`config.mk`:
```
export PLATFORM = sky130hd
export DESIGN_NAME = turbo_ilv_seq_ctrl_flat
export DESIGN_NICKNAME = d
export VERILOG_FILES = /design/src/rtl/turbo_pkg.sv /design/src/rtl/turbo_ilv_seq_ctrl_if.sv /design/src/rtl/turbo_bit_serializer.sv /design/src/rtl/turbo_ilv_seq_ctrl.sv /design/src/flat_wrapper.sv
export SDC_FILE = /design/constraint.sdc
export NUM_CORES = 1
export LEC_CHECK = 0
export BUFFER_PORTS_ARGS = -buffer_cell sky130_fd_sc_hd__buf_2
export CAP_MARGIN = 30
export CORE_ASPECT_RATIO = 0.6
export CORE_MARGIN = 10
export CORE_UTILIZATION = 60
export DETAILED_ROUTE_END_ITERATION = 10
export PLACE_DENSITY = 0.84
export SYNTH_ARGS = -nofsm -noshare
export SYNTH_HDL_FRONTEND = slang
export SYNTH_SLANG_ARGS = --single-unit
```
`constraint.sdc`:
```
create_clock -name clk -period 3.8 [get_ports clk]
set_input_delay 1.14 -clock clk [delete_from_list [all_inputs] [get_ports clk]]
set_output_delay 1.14 -clock clk [all_outputs]
set_load 0.02 [all_outputs]
```
`src/rtl/turbo_pkg.sv`:
```
// rtl/turbo_pkg.sv - shared types and default constants for the turbo frame sequencer
//   Provides the sequencer state encoding, the byte width, and default values
//   for the frame, tail, interleaver-latency and watchdog parameters.
package turbo_pkg;

  localparam int TURBO_BYTE_W    = 8;
  localparam int DEF_FRAME_BYTES = 16;
  localparam int DEF_TAIL_BITS   = 3;
  localparam int DEF_ILV_LAT     = 3;
  localparam int DEF_TMO_CYC     = 15;

  typedef enum logic [1:0] {
    IDLE = 2'd0,
    WAIT = 2'd1,
    SER  = 2'd2,
    TAIL = 2'd3
  } seq_state_t;

  function automatic int max2(input int a, input int b);
    return (a > b) ? a : b;
  endfunction

endpackage

```
`src/rtl/turbo_ilv_seq_ctrl_if.sv`:
```
// rtl/turbo_ilv_seq_ctrl_if.sv - bus bundle between the sequencer and its neighbours
//   Message input (in_*), interleaver port (ilv_*), encoder-branch output (out_*)
//   and frame status (frame_start, frame_done, err_tmo).
//   slave  : sequencer side
//   master : message source / interleaver / encoder side
interface turbo_ilv_seq_ctrl_if;
  import turbo_pkg::*;

  logic [TURBO_BYTE_W-1:0] in_data;
  logic                    in_valid;
  logic                    in_ready;
  logic [TURBO_BYTE_W-1:0] ilv_data;
  logic                    ilv_enable;
  logic [TURBO_BYTE_W-1:0] ilv_seq;
  logic                    out_sys;
  logic                    out_ilv;
  logic                    out_tail;
  logic                    out_valid;
  logic                    out_ready;
  logic                    frame_start;
  logic                    frame_done;
  logic                    err_tmo;

  modport slave (
    input  in_data, in_valid, ilv_enable, ilv_seq, out_ready,
    output in_ready, ilv_data, out_sys, out_ilv, out_tail, out_valid,
           frame_start, frame_done, err_tmo
  );

  modport master (
    output in_data, in_valid, ilv_enable, ilv_seq, out_ready,
    input  in_ready, ilv_data, out_sys, out_ilv, out_tail, out_valid,
           frame_start, frame_done, err_tmo
  );

endinterface

```
`src/rtl/turbo_bit_serializer.sv`:
```
// rtl/turbo_bit_serializer.sv - bit-pair serializer with valid/ready output hold
//   clk, rst_n        clock, asynchronous active-low reset
//   load_i            load sys/ilv bytes, start at bit 0 (out_valid=1)
//   tail_i            start tail beats (out_valid=1, out_tail=1, bits 0)
//   stop_i            drop out_valid and clear the bit registers
//   sys_byte_i        natural byte
//   ilv_byte_i        interleaved byte
//   out_ready_i       consumer ready
//   idx_o             index of the bit pair currently presented
//   beat_o            current bit pair accepted this cycle
//   out_sys_o/out_ilv_o/out_valid_o/out_tail_o  registered encoder outputs
module turbo_bit_serializer
  import turbo_pkg::*;
(
  input  logic                    clk,
  input  logic                    rst_n,
  input  logic                    load_i,
  input  logic                    tail_i,
  input  logic                    stop_i,
  input  logic [TURBO_BYTE_W-1:0] sys_byte_i,
  input  logic [TURBO_BYTE_W-1:0] ilv_byte_i,
  input  logic                    out_ready_i,
  output logic [2:0]              idx_o,
  output logic                    beat_o,
  output logic                    out_sys_o,
  output logic                    out_ilv_o,
  output logic                    out_valid_o,
  output logic                    out_tail_o
);

  logic [TURBO_BYTE_W-1:0] sys_sh_q;
  logic [TURBO_BYTE_W-1:0] ilv_sh_q;
  logic [2:0]              idx_q;
  logic                    valid_q;
  logic                    tail_q;

  assign beat_o = valid_q & out_ready_i;

  // Controller commands win over the local shift; the controller always issues
  // tail_i or stop_i on the bit-7 beat, so the shift never runs past bit 7.
  // Nothing moves while valid_q && !out_ready_i, which holds the outputs stable.
  always_ff @(posedge clk or negedge rst_n) begin
    if (!rst_n) begin
      sys_sh_q <= '0;
      ilv_sh_q <= '0;
      idx_q    <= '0;
      valid_q  <= 1'b0;
      tail_q   <= 1'b0;
    end else if (load_i) begin
      sys_sh_q <= sys_byte_i;
      ilv_sh_q <= ilv_byte_i;
      idx_q    <= '0;
      valid_q  <= 1'b1;
      tail_q   <= 1'b0;
    end else if (tail_i) begin
      sys_sh_q <= '0;
      ilv_sh_q <= '0;
      idx_q    <= '0;
      valid_q  <= 1'b1;
      tail_q   <= 1'b1;
    end else if (stop_i) begin
      sys_sh_q <= '0;
      ilv_sh_q <= '0;
      idx_q    <= '0;
      valid_q  <= 1'b0;
      tail_q   <= 1'b0;
    end else if (beat_o && !tail_q) begin
      sys_sh_q <= {1'b0, sys_sh_q[TURBO_BYTE_W-1:1]};
      ilv_sh_q <= {1'b0, ilv_sh_q[TURBO_BYTE_W-1:1]};
      idx_q    <= idx_q + 3'd1;
    end
  end

  assign idx_o       = idx_q;
  assign out_sys_o   = sys_sh_q[0];
  assign out_ilv_o   = ilv_sh_q[0];
  assign out_valid_o = valid_q;
  assign out_tail_o  = tail_q;

endmodule

```
`src/rtl/turbo_ilv_seq_ctrl.sv`:
```
// rtl/turbo_ilv_seq_ctrl.sv - turbo encoder front-end frame sequencer
//   Accepts message bytes, passes each through the external block interleaver,
//   and serialises natural/interleaved bit pairs LSB first to the two RSC
//   branches, closing every frame with TAIL_BITS termination beats.
//   clk, rst_n   clock, asynchronous active-low reset
//   bus (slave)  in_data/in_valid/in_ready   message bytes
//                ilv_data/ilv_enable/ilv_seq  interleaver port
//                out_sys/out_ilv/out_tail/out_valid/out_ready  encoder bits
//                frame_start/frame_done/err_tmo  frame status
//   Optional: TURBO_SEQ_TIMEOUT_EN adds a TMO_CYC watchdog on WAIT and drives err_tmo.
module turbo_ilv_seq_ctrl
  import turbo_pkg::*;
#(
  parameter int FRAME_BYTES = DEF_FRAME_BYTES,
  parameter int ILV_LAT     = DEF_ILV_LAT,
  parameter int TAIL_BITS   = DEF_TAIL_BITS,
  parameter int TMO_CYC     = DEF_TMO_CYC
) (
  input logic                  clk,
  input logic                  rst_n,
  turbo_ilv_seq_ctrl_if.slave  bus
);

  localparam int BCW = $clog2(FRAME_BYTES + 1);
  localparam int TCW = (TAIL_BITS > 0) ? $clog2(TAIL_BITS + 1) : 1;
  localparam int WCW = $clog2(max2(ILV_LAT, TMO_CYC) + 1);
  localparam bit HAS_TAIL = (TAIL_BITS > 0);

  localparam logic [BCW-1:0] LAST_BYTE = BCW'(FRAME_BYTES - 1);
  localparam logic [TCW-1:0] TAIL_LAST = TCW'((TAIL_BITS > 0) ? TAIL_BITS - 1 : 0);
  localparam logic [WCW-1:0] WAIT_MIN  = WCW'(ILV_LAT - 1);
  localparam logic [WCW-1:0] WAIT_MAX  = {WCW{1'b1}};
`ifdef TURBO_SEQ_TIMEOUT_EN
  localparam logic [WCW-1:0] TMO_LAST  = WCW'(TMO_CYC - 1);
`endif

  seq_state_t              state_q;
  logic [BCW-1:0]          byte_cnt_q;
  logic [WCW-1:0]          wait_cnt_q;
  logic [TCW-1:0]          tail_cnt_q;
  logic [TURBO_BYTE_W-1:0] ilv_data_q;
  logic                    in_ready_q;
  logic                    frame_start_q;
  logic                    frame_done_q;
`ifdef TURBO_SEQ_TIMEOUT_EN
  logic                    err_tmo_q;
`endif

  logic       ser_load, ser_tail, ser_stop;
  logic       beat, ser_last, last_byte, tail_last, wait_ok;
  logic [2:0] ser_idx;
  logic       ser_sys, ser_ilv, ser_valid, ser_tail_flag;

  assign ser_last  = (ser_idx == 3'd7);
  assign last_byte = (byte_cnt_q == LAST_BYTE);
  assign tail_last = (tail_cnt_q == TAIL_LAST);
  // wait_cnt_q is 0 in the first WAIT cycle, so the earliest sample edge is the
  // ILV_LAT-th edge after ilv_data was updated. ilv_enable alone is not trusted:
  // the interleaver leaves it high across equal consecutive bytes.
  assign wait_ok   = (wait_cnt_q >= WAIT_MIN);

  // A last-bit beat on the last byte goes to TAIL directly, never via IDLE.
  assign ser_load = (state_q == WAIT) && wait_ok && bus.ilv_enable;
  assign ser_tail = (state_q == SER) && beat && ser_last && last_byte && HAS_TAIL;
  assign ser_stop = ((state_q == SER) && beat && ser_last && !(last_byte && HAS_TAIL)) ||
                    ((state_q == TAIL) && beat && tail_last);

  turbo_bit_serializer u_ser (
    .clk         (clk),
    .rst_n       (rst_n),
    .load_i      (ser_load),
    .tail_i      (ser_tail),
    .stop_i      (ser_stop),
    .sys_byte_i  (ilv_data_q),
    .ilv_byte_i  (bus.ilv_seq),
    .out_ready_i (bus.out_ready),
    .idx_o       (ser_idx),
    .beat_o      (beat),
    .out_sys_o   (ser_sys),
    .out_ilv_o   (ser_ilv),
    .out_valid_o (ser_valid),
    .out_tail_o  (ser_tail_flag)
  );

  always_ff @(posedge clk or negedge rst_n) begin
    if (!rst_n) begin
      state_q       <= IDLE;
      byte_cnt_q    <= '0;
      wait_cnt_q    <= '0;
      tail_cnt_q    <= '0;
      ilv_data_q    <= '0;
      in_ready_q    <= 1'b0;
      frame_start_q <= 1'b0;
      frame_done_q  <= 1'b0;
`ifdef TURBO_SEQ_TIMEOUT_EN
      err_tmo_q     <= 1'b0;
`endif
    end else begin
      frame_start_q <= 1'b0;
      frame_done_q  <= 1'b0;
      case (state_q)
        IDLE: begin
          in_ready_q <= 1'b1;
          if (bus.in_valid && in_ready_q) begin
            ilv_data_q    <= bus.in_data;
            in_ready_q    <= 1'b0;
            wait_cnt_q    <= '0;
            frame_start_q <= (byte_cnt_q == '0);
            state_q       <= WAIT;
          end
        end
        WAIT: begin
          if (wait_cnt_q != WAIT_MAX) wait_cnt_q <= wait_cnt_q + 1'b1;
          if (ser_load) begin
            state_q <= SER;
`ifdef TURBO_SEQ_TIMEOUT_EN
          end else if (wait_cnt_q == TMO_LAST) begin
            // Abandon the whole frame; the next byte starts a fresh one.
            err_tmo_q  <= 1'b1;
            byte_cnt_q <= '0;
            in_ready_q <= 1'b1;
            state_q    <= IDLE;
`endif
          end
        end
        SER: begin
          if (beat && ser_last) begin
            if (last_byte && HAS_TAIL) begin
              byte_cnt_q <= byte_cnt_q + 1'b1;
              tail_cnt_q <= '0;
              state_q    <= TAIL;
            end else if (last_byte) begin
              byte_cnt_q   <= '0;
              frame_done_q <= 1'b1;
              in_ready_q   <= 1'b1;
              state_q      <= IDLE;
            end else begin
              byte_cnt_q <= byte_cnt_q + 1'b1;
              in_ready_q <= 1'b1;
              state_q    <= IDLE;
            end
          end
        end
        TAIL: begin
          if (beat) begin
            if (tail_last) begin
              tail_cnt_q   <= '0;
              byte_cnt_q   <= '0;
              frame_done_q <= 1'b1;
              in_ready_q   <= 1'b1;
              state_q      <= IDLE;
            end else begin
              tail_cnt_q <= tail_cnt_q + 1'b1;
            end
          end
        end
        default: state_q <= IDLE;
      endcase
    end
  end

  assign bus.in_ready    = in_ready_q;
  assign bus.ilv_data    = ilv_data_q;
  assign bus.out_sys     = ser_sys;
  assign bus.out_ilv     = ser_ilv;
  assign bus.out_valid   = ser_valid;
  assign bus.out_tail    = ser_tail_flag;
  assign bus.frame_start = frame_start_q;
  assign bus.frame_done  = frame_done_q;
`ifdef TURBO_SEQ_TIMEOUT_EN
  assign bus.err_tmo     = err_tmo_q;
`else
  assign bus.err_tmo     = 1'b0;
`endif

endmodule

```
`src/flat_wrapper.sv`:
```
// flat-port wrapper written by rule: the top's interface ports become plain ports
module turbo_ilv_seq_ctrl_flat import turbo_pkg::*;
#(
  parameter int FRAME_BYTES = DEF_FRAME_BYTES,
  parameter int ILV_LAT     = DEF_ILV_LAT,
  parameter int TAIL_BITS   = DEF_TAIL_BITS,
  parameter int TMO_CYC     = DEF_TMO_CYC
)
  (clk, rst_n, bus_in_data, bus_in_valid, bus_ilv_enable, bus_ilv_seq, bus_out_ready, bus_in_ready, bus_ilv_data, bus_out_sys, bus_out_ilv, bus_out_tail, bus_out_valid, bus_frame_start, bus_frame_done, bus_err_tmo);
  turbo_ilv_seq_ctrl_if bus_i ();
  input logic clk;
  input logic rst_n;
  input wire logic [$bits(bus_i.in_data)-1:0] bus_in_data;
  input wire logic [$bits(bus_i.in_valid)-1:0] bus_in_valid;
  input wire logic [$bits(bus_i.ilv_enable)-1:0] bus_ilv_enable;
  input wire logic [$bits(bus_i.ilv_seq)-1:0] bus_ilv_seq;
  input wire logic [$bits(bus_i.out_ready)-1:0] bus_out_ready;
  output wire logic [$bits(bus_i.in_ready)-1:0] bus_in_ready;
  output wire logic [$bits(bus_i.ilv_data)-1:0] bus_ilv_data;
  output wire logic [$bits(bus_i.out_sys)-1:0] bus_out_sys;
  output wire logic [$bits(bus_i.out_ilv)-1:0] bus_out_ilv;
  output wire logic [$bits(bus_i.out_tail)-1:0] bus_out_tail;
  output wire logic [$bits(bus_i.out_valid)-1:0] bus_out_valid;
  output wire logic [$bits(bus_i.frame_start)-1:0] bus_frame_start;
  output wire logic [$bits(bus_i.frame_done)-1:0] bus_frame_done;
  output wire logic [$bits(bus_i.err_tmo)-1:0] bus_err_tmo;
  assign bus_i.in_data = bus_in_data;
  assign bus_i.in_valid = bus_in_valid;
  assign bus_i.ilv_enable = bus_ilv_enable;
  assign bus_i.ilv_seq = bus_ilv_seq;
  assign bus_i.out_ready = bus_out_ready;
  assign bus_in_ready = bus_i.in_ready;
  assign bus_ilv_data = bus_i.ilv_data;
  assign bus_out_sys = bus_i.out_sys;
  assign bus_out_ilv = bus_i.out_ilv;
  assign bus_out_tail = bus_i.out_tail;
  assign bus_out_valid = bus_i.out_valid;
  assign bus_frame_start = bus_i.frame_start;
  assign bus_frame_done = bus_i.frame_done;
  assign bus_err_tmo = bus_i.err_tmo;
  turbo_ilv_seq_ctrl #(.FRAME_BYTES(FRAME_BYTES), .ILV_LAT(ILV_LAT), .TAIL_BITS(TAIL_BITS), .TMO_CYC(TMO_CYC)) u_core (.clk(clk), .rst_n(rst_n), .bus(bus_i));
endmodule
```
==> impl_metrics.csv <==
group,metric,value,unit
route,drc,0,
sta,rsz0062_at_grt,"false",
status,status,"finished, final reports clean",
clocking,clock-sinks,45,
clocking,root_buffer,"clkbuf_8",
finish,diodes,0,
synthesis,yosys_warnings,0,
route,wirelength,4.62,mm
route,drtAntennaViolNets,0,
clocking,cts_tree,"built",
flow_run,maxCapViolations,0,
floorplanning,io_pins,37,
synthesis,synth_edf_count,0,
route,vias,1585,
floorplanning,die_w,98.0,um
synthesis,synth_common_cells,"dfrtp_1 (45), nand2_1 (24), mux2i_1 (16)",
clocking,cts_made_buffers,5,
place,dp_worst_setup_slack,1.08,ns
synthesis,synthArstFlopShare,100,%
finish,n_fill_cell,225,
global_routing,grt_pass1_wl,7.62,mm
route,drt_iter0_drc,109,
clocking,postCtsSetupBuffers,0,
place,dpl.hpwl,3.12,mm
sta,relSlewSlack,51.2,%
sta,fin_crit_sh,63.5,%
clocking,cts.htree.levels,2,
synthesis,synth_area_per_cell,11.2,sq um
finish,nets,258,
worst_hold_path,worst_hold_path_type,"register to register",
finish,syn2layout_area_growth,14.4,%
floorplanning,start_util,64.8,%
synthesis,synthMostInstantiatedCell,"dfrtp_1",
synthesis,synth.area.top_cells,"dfrtp_1 (51%), mux2i_1 (7.3%), o31ai_1 (5.1%)",
floorplanning,core.rowCount,16,
synthesis,ys_types,36,
place,dpl-instance-area,0.00235,sq mm
global_routing,antenna_found_initial,0,
sta,fmax,415,MHz
setup_path,path_class,"input port to register",
sta,setup_viol,0,
synthesis,ys_seq_elements,45,
floorplanning,core,0.00338,sq mm
global_routing,grt_max_degree,46,
power_and_ir_drop,powerDensity,759,mW/mm^2
clocking,cts_max_path_buffers,2,
setup_path,worstPathMaxFanout,19,
sta,skew,0.00658,ns
sta,hold_viol_final,0,
sta,fin_ws,1.39,ns
synthesis,synthesis.area,0.00219,sq mm
clocking,cts_resized,0,
route,detail_route.vias_per_cell,5.74,
route,drt_first_pass_iters,4,
setup_path,worst_setup_path_end_kind,"register",
power_and_ir_drop,p_sw,0.000696,W
power_and_ir_drop,p_int,0.00121,W
finish,design_area,0.00251,sq mm
synthesis,ys_seq_area_share,51.4,%
route,wl_per_cell,16.7,um
power_and_ir_drop,p_seq_share,43.6,%
clocking,clk_pin_slew,0.09,ns
sta,worst_slew_pin_slew,0.732,ns
power_and_ir_drop,swShare,36.6,%
finish,drive_above_1_share,25.5,%
sta,period_needed,2.41,ns
place,gp_congestion,0.883,
synthesis,syn_nets,224,
power_and_ir_drop,p_clk_share,22.9,%
global_routing,track_usage,14.4,%
place,portBuffers,35,
floorplanning,dieArea,0.00655,sq mm
synthesis,synth_top_area_cell,"dfrtp_1",
power_and_ir_drop,p_leak,1.23,nW
synthesis,synthFlopType,"dfrtp_1",
power_and_ir_drop,combPwrFrac,33.5,%
setup_path,worstSetupStartpointType,"input port",
global_routing,grt_pass1_vias,1598,
synthesis,synth_top_area_share,51.4,%
setup_path,crit_required,3.95,ns
setup_path,arrival,2.56,ns
finish,multi_input_area,958,sq um
floorplanning,fp.dieH,66.8,um
sta,slew_viol_final,0,
sta,hold_ws,0.504,ns
power_and_ir_drop,ir_worst_vdd,602,uV
clocking,cts_hold_buf,0,
sta,setup_tns,0,ns
global_routing,grt_overflow_total,0,
clocking,clkLatencyLatePin,0.31,ns
finish,seq_area,0.00113,sq mm
synthesis,synth_cells,196,
worst max-delay path, cell delays in order:
cell and delay, ns:
buf_2 0.12, nand3_2 0.16, nor3_4 0.33, nand2b_1 0.63, o22ai_1 0.18
registers in the layout, summed over array words and instances, names as in the netlist:
register	count
u_core.u_ser.ilv_sh_q	8
u_core.bus.frame_start	1
u_core.u_ser.idx_o	3
u_core.wait_cnt_q	4
u_core.u_ser.out_valid_o	1
u_core.bus.frame_done	1
u_core.byte_cnt_q	5
u_core.u_ser.sys_sh_q	8
u_core.bus.in_ready	1
u_core.u_ser.out_tail_o	1
u_core.tail_cnt_q	2
u_core.state_q	2
u_core.bus.ilv_data	8
cells by family after synthesis:
kind of cell	count (synthesis)	share of synthesized area, %
AO/OA/AOI/OAI	33	10.5
XOR/XNOR	5	2.00
adder cells (fa/ha/maj)	7	4.00
buffers and inverters	16	4.85
flip-flops	45	51.4
multiplexers	24	11.4
other	1	0.171
AND/OR/NAND/NOR	65	15.6
final timing paths:
check	startpoint	to	slack [ns]	depth (start not counted)
worst max-delay path	bus_out_ready	u_core.byte_cnt_q[4]$_DFFE_PN0P_	1.39	5
worst min register to register	u_core.bus.ilv_data[4]$_DFFE_PN0P_	u_core.u_ser.sys_sh_q[4]$_DFFE_PN0P_	0.50	2
worst min-delay path	u_core.bus.ilv_data[4]$_DFFE_PN0P_	u_core.u_ser.sys_sh_q[4]$_DFFE_PN0P_	0.50	2
worst max register to register	u_core.u_ser.idx_o[0]$_DFFE_PN0P_	u_core.u_ser.ilv_sh_q[3]$_DFFE_PN0P_	1.76	6
min in group asynchronous	rst_n	u_core.bus.ilv_data[5]$_DFFE_PN0P_	0.68	1
max in group asynchronous	rst_n	u_core.state_q[1]$_DFFE_PN0P_	2.66	2
per-stage QoR:
stage                     utilization, %  instances  total power [W]
final                               74.1        276          0.00190
after detailed placement            69.5        267          0.00146
after CTS                           73.5        275          0.00190
after floorplan                        -        196          0.00128
after global routing                74.1        276          0.00202
after global placement              69.5        267          0.00143
layout by cell type, fill, tap and decap left out, drive strengths merged, types with 5 or more instances in the layout:
cell,n
dfrtp,45
buf,38
nand2,24
mux2i,16
o31ai,15
nand3,10
nor2,8
mux2,8
o21ai,8
ha,7
inv,6
nor3,6
nand3b,5
clkbuf,5
power groups by stage:
stage	logic, W	clock network (W)	registers (W)
4_1_cts	0.000638	0.000441	0.000824
6_report	0.000638	0.000436	0.000830
3_5_place_dp	0.000630	0	0.000829
3_3_place_gp	0.000607	0	0.000819
5_1_grt	0.000705	0.000461	0.000857
2_1_floorplan	0.000417	0	0.000864
cell type report:
cell class | instances | area share, %
clock buffers | 5 | 2.74
well taps | 45 | 2.25
multi-input cells | 135 | 38.2
inverters | 5 | 0.749
repair buffers | 38 | 8.38
clock inverters | 3 | 2.74
flip-flops and latches | 45 | 44.9
routing by layer:
layer / track usage, % / part of all wire, % / vias to the layer above
met1: 17.3 / 46 / 763
met3: 5.15 / 6.0 / 10
li1: - / - / 762
met4: 6.50 / 1.9 / 0
met5: 0 / 0 / -
met2: 22.9 / 46 / 50
Power figures use the tool's default switching activity.
